$ cat config.mk
export PLATFORM = sky130hd
export DESIGN_NAME = traffic_phase_arbiter
export DESIGN_NICKNAME = d
export VERILOG_FILES = /design/src/rtl/traffic_pkg.sv /design/src/rtl/traffic_rr_pick.sv /design/src/rtl/traffic_phase_arbiter.sv
export SDC_FILE = /design/constraint.sdc
export NUM_CORES = 1
export LEC_CHECK = 0
export ABC_CLOCK_PERIOD_IN_PS = 2400
export CAP_MARGIN = 15
export CORE_UTILIZATION = 49
export CTS_BUF_LIST = sky130_fd_sc_hd__clkbuf_8
export CTS_CLUSTER_SIZE = 14
export DETAILED_ROUTE_END_ITERATION = 10
export PLACE_DENSITY = 0.78
export SLEW_MARGIN = 0
export SYNTH_ARGS = -nofsm -noshare
export SYNTH_HDL_FRONTEND = slang
export SYNTH_SLANG_ARGS = --single-unit
export TNS_END_PERCENT = 20
$ cat constraint.sdc
create_clock -name clk -period 2.4 [get_ports clk]
set_clock_uncertainty 0.05 [all_clocks]
set_input_delay 0.48 -clock clk [delete_from_list [all_inputs] [get_ports clk]]
set_output_delay 0.48 -clock clk [all_outputs]
set_load 0.01 [all_outputs]
$ cat src/rtl/traffic_pkg.sv
// traffic_pkg: shared state, lamp and direction definitions for the signal-phase arbiter.
package traffic_pkg;

    typedef enum logic [1:0] {IDLE, GREEN, YELLOW, ALL_RED} state_t;

    localparam logic [2:0] LIGHT_RED    = 3'b100;
    localparam logic [2:0] LIGHT_YELLOW = 3'b010;
    localparam logic [2:0] LIGHT_GREEN  = 3'b001;

    localparam logic [1:0] DIR_N = 2'd0;
    localparam logic [1:0] DIR_W = 2'd1;
    localparam logic [1:0] DIR_S = 2'd2;
    localparam logic [1:0] DIR_E = 2'd3;

    // Only the served approach can be non-red, so every other head is forced red.
    function automatic logic [2:0] lamp_code(input state_t s, input logic [1:0] ph, input logic [1:0] d);
        return (ph != d) ? LIGHT_RED : (s == GREEN) ? LIGHT_GREEN : (s == YELLOW) ? LIGHT_YELLOW : LIGHT_RED;
    endfunction

endpackage

$ cat src/rtl/traffic_rr_pick.sv
// traffic_rr_pick: combinational 4-way round-robin picker, priority start, start+1, start+2, start+3.
module traffic_rr_pick (
    input  logic [3:0] req,
    input  logic [1:0] start,
    output logic       valid,
    output logic [1:0] index
);

    always_comb begin
        valid = |req;
        index = start;
        for (int i = 3; i >= 0; i--)
            if (req[start + 2'(i)]) index = start + 2'(i);
    end

endmodule

$ cat src/rtl/traffic_phase_arbiter.sv
// traffic_phase_arbiter: round-robin four-approach green/yellow/all-red sequencer with registered lamps.
// Optional emergency preemption enabled by defining PREEMPT_EN.
module traffic_phase_arbiter
    import traffic_pkg::*;
#(
    parameter int GREEN_MIN = 4,
    parameter int GREEN_MAX = 8,
    parameter int YELLOW_T  = 2,
    parameter int ALLRED_T  = 1,
    parameter int CNT_W     = 4
) (
    input  logic             clk,
    input  logic             reset,
    input  logic [3:0]       req,
    output logic [2:0]       north_light,
    output logic [2:0]       west_light,
    output logic [2:0]       south_light,
    output logic [2:0]       east_light,
    output logic [1:0]       phase,
    output logic [CNT_W-1:0] count
`ifdef PREEMPT_EN
    ,
    input  logic             preempt,
    input  logic [1:0]       preempt_dir
`endif
);

    state_t           r_state, w_state_nx;
    logic [1:0]       r_phase, w_phase_nx, r_ptr, w_ptr_nx;
    logic [CNT_W-1:0] r_count, w_count_nx;
    logic             r_pre, w_pre_nx;
    logic [3:0][2:0]  r_lights, w_lights_nx;
    logic             w_pre, w_valid, w_own, w_other, w_sat;
    logic [1:0]       w_pdir, w_base, w_pick;

`ifdef PREEMPT_EN
    assign w_pre  = preempt;
    assign w_pdir = preempt_dir;
`else
    assign w_pre  = 1'b0;
    assign w_pdir = DIR_N;
`endif

    // A preempted green must not move the pointer, so its all-red exit keeps the old one.
    assign w_base  = (r_state == ALL_RED && !r_pre) ? r_phase : r_ptr;
    assign w_own   = req[r_phase];
    assign w_other = |(req & ~(4'b0001 << r_phase));
    assign w_sat   = r_count == CNT_W'(GREEN_MAX - 1);

    traffic_rr_pick u_pick (
        .req   (req),
        .start (w_base + 2'd1),
        .valid (w_valid),
        .index (w_pick)
    );

    always_comb begin
        w_state_nx = r_state;
        w_phase_nx = r_phase;
        w_ptr_nx   = r_ptr;
        w_pre_nx   = r_pre;
        w_count_nx = r_count;
        case (r_state)
            IDLE: begin
                w_count_nx = '0;
                if (w_pre || w_valid) begin
                    w_state_nx = GREEN;
                    w_phase_nx = w_pre ? w_pdir : w_pick;
                    w_pre_nx   = w_pre;
                end
            end
            GREEN: begin
                if (w_pre && r_phase == w_pdir) begin
                    w_count_nx = r_count;
                end else if (w_pre || (w_other && (w_sat || (r_count >= CNT_W'(GREEN_MIN - 1) && !w_own)))) begin
                    w_state_nx = YELLOW;
                    w_count_nx = '0;
                end else begin
                    w_count_nx = w_sat ? r_count : r_count + 1'b1;
                end
            end
            YELLOW: begin
                w_state_nx = (r_count == CNT_W'(YELLOW_T - 1)) ? ALL_RED : YELLOW;
                w_count_nx = (r_count == CNT_W'(YELLOW_T - 1)) ? '0 : r_count + 1'b1;
            end
            ALL_RED: begin
                w_count_nx = r_count + 1'b1;
                if (r_count == CNT_W'(ALLRED_T - 1)) begin
                    w_count_nx = '0;
                    w_ptr_nx   = w_base;
                    w_state_nx = (w_pre || w_valid) ? GREEN : IDLE;
                    w_phase_nx = w_pre ? w_pdir : w_valid ? w_pick : r_phase;
                    w_pre_nx   = w_pre;
                end
            end
            default: w_state_nx = IDLE;
        endcase
        for (int i = 0; i < 4; i++)
            w_lights_nx[i] = lamp_code(w_state_nx, w_phase_nx, 2'(i));
    end

    always_ff @(posedge clk) begin
        if (reset) begin
            r_state  <= IDLE;
            r_phase  <= DIR_N;
            r_ptr    <= DIR_E;
            r_count  <= '0;
            r_pre    <= 1'b0;
            r_lights <= {4{LIGHT_RED}};
        end else begin
            r_state  <= w_state_nx;
            r_phase  <= w_phase_nx;
            r_ptr    <= w_ptr_nx;
            r_count  <= w_count_nx;
            r_pre    <= w_pre_nx;
            r_lights <= w_lights_nx;
        end
    end

    assign north_light = r_lights[DIR_N];
    assign west_light  = r_lights[DIR_W];
    assign south_light = r_lights[DIR_S];
    assign east_light  = r_lights[DIR_E];
    assign phase       = r_phase;
    assign count       = r_count;

endmodule

==> results of run 1 <==
-- path summary, 6_finish.rpt --
check                               from              to  slack [ps]  cells past startpoint
worst max register to register  count[0]  north_light[2]          40                      9
worst max-delay path            count[0]  north_light[2]          40                      9
worst min-delay path            r_ptr[0]        r_ptr[0]         520                      2
worst min register to register  r_ptr[0]        r_ptr[0]         520                      2
-- state kept, by name (all words and copies together), names as in the netlist --
name,cells
east_light,3
north_light,3
west_light,3
south_light,3
r_state,2
count,4
r_ptr,2
phase,2
-- cell type report --
class	count	share of cell area, %
Clock buffer	3	2.031
Clock inverter	1	1.477
Inverter	20	3.692
Multi-Input combinational cell	102	44.43
Sequential cell	22	21.97
Tap cell	30	1.846
Timing Repair Buffer	59	24.55
-- through the flow --
step / util, % / instance area, um2 / setup TNS [ps]
3_3_place_gp: 71.92 / 1814 / -3970
6_report: 80.61 / 2033 / 0
2_1_floorplan: - / 1351 / -148.4
3_5_place_dp: 71.92 / 1814 / -5191
4_1_cts: 77.03 / 1943 / 0
5_1_grt: 80.61 / 2033 / -31.43
-- placed cells by master (no fill, tap or decap), types with 4 or more instances in the layout --
cell type	instances
mux2i_1	6
dfxtp_2	5
nor3_1	10
clkdlybuf4s50_1	19
o21ai_0	8
nand2_1	6
inv_1	16
dfxtp_1	17
or3_1	4
buf_4	35
ha_1	4
nor2_1	7
inv_2	4
-- critical path, cell delays in order (launching register included) --
cell and delay (ps):
dfxtp_2 330, inv_2 60, ha_4 130, or3b_4 400
a21o_4 220, a211oi_2 230, a311o_1 190, inv_2 60
ha_4 220, or3_1 360
-- synthesized netlist by cell type, types with 3 or more instances --
cell type  count  area, um2
dfxtp_1       22      440.4
inv_1         20      75.07
nor3_1        10      50.05
ha_1           9      112.6
o21ai_0        9      45.04
nor2_1         7      26.28
mux2i_1        6      60.06
nand2_1        6      22.52
clkbuf_1       5      18.77
or3_1          5      31.28
a21oi_1        3      15.01
nand3_1        3      15.01
o21bai_1       3      22.52
o22ai_1        3      18.77
xor2_1         3      26.28
-- layer usage --
metal,wire [um],vias up,share of wire (%)
met2,1809,32,50
met3,119,8,3.3
met4,68,0,1.9
met5,0,-,0
met1,1653,652,45
li1,-,658,-
-- kinds of logic (layout without fill, tap and decap cells) --
kind of cell / after synthesis / in the layout / synth area share, %
AND/OR/NAND/NOR: 41 / 41 / 16.97
AO/OA/AOI/OAI: 40 / 40 / 23.38
buffers and inverters: 27 / 83 / 8.294
flip-flops: 22 / 22 / 33.18
adder cells (fa/ha/maj): 9 / 9 / 8.483
multiplexers: 8 / 8 / 7.069
XOR/XNOR: 4 / 4 / 2.640
-- timing repair --
item,4_1_cts,5_1_grt
endpoints found under the setup margin,12,11
buffers inserted,2,2
pin swaps,6,4
gates resized for setup,17,18
-- power groups by stage --
| stage | sequential [uW] | combinational (uW) | clock, uW |
|---|---|---|---|
| finish | 387 | 242 | 339 |
| global route | 389 | 261 | 357 |
| CTS | 385 | 227 | 345 |
| detailed placement | 393 | 207 | 0 |
| global placement | 393 | 201 | 0 |
| floorplan | 399 | 104 | 0 |
==> reports/qor.txt, run 1 <==
CTS HTree Levels = 1
Core ar. = 0.002522 mm2
ANT nets after route = 0
Root Buffer = clkbuf_8
# fillers = 154
Syn Inst Count = 151
Syn Std Cell Area = 0.001328 mm2
Num CTS Buffers = 3
Final setup viols = 0
CP Max Fanout = 4
Run status = finished, final reports clean
Sequential standard cell area = 446.7 um2
Nets = 223
Drt wl/cell = 15.41 um
Synth Net Count = 166
Final Hold Viols = 0
Hpwl dp = 2504 um
Combinational power share = 24.9%
Met1 Usage GRT = 30.73%
Multi-input logic area = 903.4 um2
Overflow after GRT = 0
Die X = 54.05 um
Synth Flop Type = dfxtp_1
Async SR Flop Fraction = 0%
Initial core utilization = 52.63%
Max Slew Vio Count = 0
Slew HR = 71.95%
Tightest Hold Check Type = reg2reg
DR pass1 iterations = 4
Leakage = 0.0008523 uW
Final setup margin = 39.46 ps
Hold_buf cts = 0
Largest net degree at the start of global routing = 14
Yosys reg bits = 22
First-pass GRT wire length = 5423 um
Tcrit/Tclk final = 98.36%
Max-cap violation count = 0
Total GRT Usage = 25.60%
Clk pwr share = 35.1%
Syn-to-layout area delta = 53.16%
Top Usage Layer GRT = met2
Total power draw = 968.5 uW
M2 GR Usage = 44.65%
DR vias/cell = 5.696
Via count = 1,350
CTS Sinks = 22
Pint = 723.8 uW
WP data arrival = 2450 ps
Routability cong. = 0.9456
Min Hold Slack = 517.5 ps
Row count = 18
Synth unique cells = 48
Slew @ Worst Pin = 416.4 ps
Yosys warning count = 0
Post-synthesis area per instance = 8.792 um2
Initial antenna violation count = 0
Period minus WS final = 2361 ps
M3 GR Usage = 3.955%
EDFF count, synth = 0
Placed insts = 229
Finished Layout Cells = 237
Net Sw Power = 244.7 uW
Die height = 54.05 um
CP startpoint kind = register
Sw frac = 25.26%
Worst Path Required = 2490 ps
Dpl ws = -519.8 ps
Share of cells above drive strength 1 = 34.78%
Fmax = 423.6 MHz
PwrDens = 476.3 mW/mm2
Post-synthesis sequential area ratio = 33.18%
CTS max path bufs = 2
Vias in the first global route = 1,261
VDD IR-drop max = 0.5741 mV
Starting DRC count in detailed routing = 17
Crit. End Element = register
# IOs = 24
Die area = 0.002921 mm2
Port bufs = 23
Sequential Power Share = 40.0%
TritonCTS clock tree = built
Detailed Route WL = 3651 um
# diodes = 0
Clk_lat worst skew = 260 ps
Post-route DRC = 0
WS Path Type = reg2reg
Worst-path clk slew = 80 ps
No activity file was read; power rests on OpenSTA's default activity.
==> run 2, diff against run 1 <==
--- a/config.mk
+++ b/config.mk
@@ -7,9 +7,10 @@
 export LEC_CHECK = 0
 export ABC_CLOCK_PERIOD_IN_PS = 2400
 export CAP_MARGIN = 15
+export CORE_ASPECT_RATIO = 0.75
 export CORE_UTILIZATION = 49
 export CTS_BUF_LIST = sky130_fd_sc_hd__clkbuf_8
-export CTS_CLUSTER_SIZE = 14
+export CTS_CLUSTER_SIZE = 40
 export DETAILED_ROUTE_END_ITERATION = 10
 export PLACE_DENSITY = 0.78
 export SLEW_MARGIN = 0
==> reports/qor.txt, run 2 (synthesis results as in run 1) <==
DR pass1 iterations = 4 (unchanged)
Hold_buf cts = 0 (unchanged)
Largest net degree at the start of global routing = 14 (unchanged)
Commonest non-fill, non-tap cell in the layout = buf_4 (unchanged)
DR vias/cell = 5.711 (was 5.696)
Die X = 62.10 um (was 54.05 um)
CP Max Fanout = 4 (unchanged)
Initial core utilization = 54.83% (was 52.63%)
Overflow after GRT = 0 (unchanged)
Vias in the first global route = 1,292 (was 1,261)
Row count = 15 (was 18)
Net Sw Power = 259.6 uW (was 244.7 uW)
Root Buffer = clkbuf_8 (unchanged)
PwrDens = 498.8 mW/mm2 (was 476.3 mW/mm2)
Max FFs per register = 4 (unchanged)
Die area = 0.002923 mm2 (was 0.002921 mm2)
Leakage = 0.0008391 uW (was 0.0008523 uW)
Pint = 723.3 uW (was 723.8 uW)
Most frequent cells in the layout = buf_4, dfxtp_1, clkdlybuf4s50_1, inv_1, nor3_1 (was buf_4, clkdlybuf4s50_1, dfxtp_1, inv_1, nor3_1)
Final Hold Viols = 0 (unchanged)
Initial antenna violation count = 0 (unchanged)
Hpwl dp = 2896 um (was 2504 um)
Core ar. = 0.002421 mm2 (was 0.002522 mm2)
Sw frac = 26.41% (was 25.26%)
ANT nets after route = 0 (unchanged)
WP data arrival = 2540 ps (was 2450 ps)
Slew @ Worst Pin = 398.9 ps (was 416.4 ps)
Worst-path clk slew = 90 ps (was 80 ps)
Worst Path Required = 2500 ps (was 2490 ps)
CP startpoint kind = register (unchanged)
Post-route DRC = 0 (unchanged)
Drt wl/cell = 16.74 um (was 15.41 um)
CTS max path bufs = 2 (unchanged)
Placed cell area = 0.001812 mm2 (was 0.001814 mm2)
Max Slew Vio Count = 0 (unchanged)
Via count = 1,365 (was 1,350)
Combinational power share = 25.4% (was 24.9%)
Crit. End Element = register (unchanged)
Slew HR = 73.38% (was 71.95%)
Period minus WS final = 2440 ps (was 2361 ps)
Fmax = 409.8 MHz (was 423.6 MHz)
Syn-to-layout area delta = 48.44% (was 53.16%)
Die height = 47.08 um (was 54.05 um)
Sequential Power Share = 39.2% (was 40.0%)
Total GRT Usage = 27.55% (was 25.60%)
TritonCTS clock tree = built (unchanged)
# fillers = 140 (was 154)
Detailed Route WL = 4002 um (was 3651 um)
First-pass GRT wire length = 6127 um (was 5423 um)
Run status = complete, but fails checks (was finished, final reports clean)
Tcrit/Tclk final = 101.7% (was 98.36%)
Port bufs = 23 (unchanged)
CTS HTree Levels = 1 (unchanged)
Violated checks = negative setup slack
Total power draw = 982.9 uW (was 968.5 uW)
Final setup margin = -40.45 ps (was 39.46 ps)
CTS Sinks = 22 (unchanged)
Min Hold Slack = 548.2 ps (was 517.5 ps)
Num CTS Buffers = 3 (unchanged)
Share of cells above drive strength 1 = 32.20% (was 34.78%)
Starting DRC count in detailed routing = 104 (was 17)
WS Path Type = reg2reg (unchanged)
Clk_lat worst skew = 260 ps (about the same)
Routability cong. = 1.014 (was 0.9456)
RSZ-0062 raised after global routing = true
# IOs = 24 (unchanged)
Max-cap violation count = 0 (unchanged)
Final setup viols = 3 (was 0)
Clk pwr share = 35.4% (was 35.1%)
# diodes = 0 (unchanged)
Nets = 221 (was 223)
Design Area, Final = 0.001971 mm2 (was 0.002033 mm2)
VDD IR-drop max = 0.4830 mV (was 0.5741 mV)
Tightest Hold Check Type = reg2reg (unchanged)
## run 2: cell count changes in the layout (fill, tap and decap cells not counted), moves of 2 or more
cell | before | now
clkdlybuf4s15_1 | 3 | 0
buf_2 | 0 | 3
ha_1 | 4 | 6
dfxtp_1 | 17 | 20
inv_2 | 4 | 2
buf_4 | 35 | 33
dfxtp_2 | 5 | 2
## run 2: critical path, stage by stage, from the launching register on
cell and delay, ps:
dfxtp_1 330, inv_2 60, ha_2 180, or3b_4 380, a21o_2 240, a211oi_2 240
a311o_1 220, inv_2 60, ha_4 220, or3_4 360
## run 2: repair_timing
action                                  CTS  global route
endpoints found under the setup margin   12             8
buffers inserted                          3             0
endpoints found under the hold margin     0             0
pin swaps                                 6             7
resized for setup                        26             7
## run 2: through the flow
stage / std cells / TNS [ps] / utilization (%) / worst slack, ps
3_3_place_gp: 232 / -3989 / 74.83 / -413.3
6_report: 239 / -64.75 / 81.40 / -40.45
3_5_place_dp: 232 / -5882 / 74.83 / -551.7
2_1_floorplan: 151 / -148.4 / - / -46.58
4_1_cts: 239 / -257.5 / 80.00 / -73.67
5_1_grt: 239 / -464.0 / 81.40 / -118.6
## run 2: final cells by class
type | count | area, um2 | area share (%)
Clock inverter | 1 | 30.03 | 1.524
Timing Repair Buffer | 57 | 475.5 | 24.13
Inverter | 20 | 77.57 | 3.937
Tap cell | 34 | 42.54 | 2.159
Clock buffer | 3 | 41.29 | 2.095
Multi-Input combinational cell | 102 | 860.8 | 43.68
Sequential cell | 22 | 442.9 | 22.48
## run 2: final timing paths
path              depth (start not counted)  slack [ps]             end      from
setup / recovery                          9         -40  south_light[2]  count[1]
hold / removal                            2         550        r_ptr[0]  r_ptr[0]
setup reg to reg                          9         -40  south_light[2]  count[1]
hold reg to reg                           2         550        r_ptr[0]  r_ptr[0]
## run 2: per-layer routing
layer / track usage (%) / share of wire, % / wire, um / up-vias
met5: 0 / 0 / 0 / -
met4: 7.442 / 1.4 / 56 / 0
met3: 7.039 / 7.5 / 302 / 10
met2: 47.69 / 47 / 1861 / 70
met1: 35.44 / 45 / 1782 / 636
li1: - / - / - / 649
## run 2: power groups by stage
stage	registers [uW]	logic (uW)	clock network (uW)
3_5_place_dp	393	211	0
4_1_cts	385	231	348
2_1_floorplan	399	104	0
3_3_place_gp	392	203	0
5_1_grt	386	267	370
6_report	385	250	348
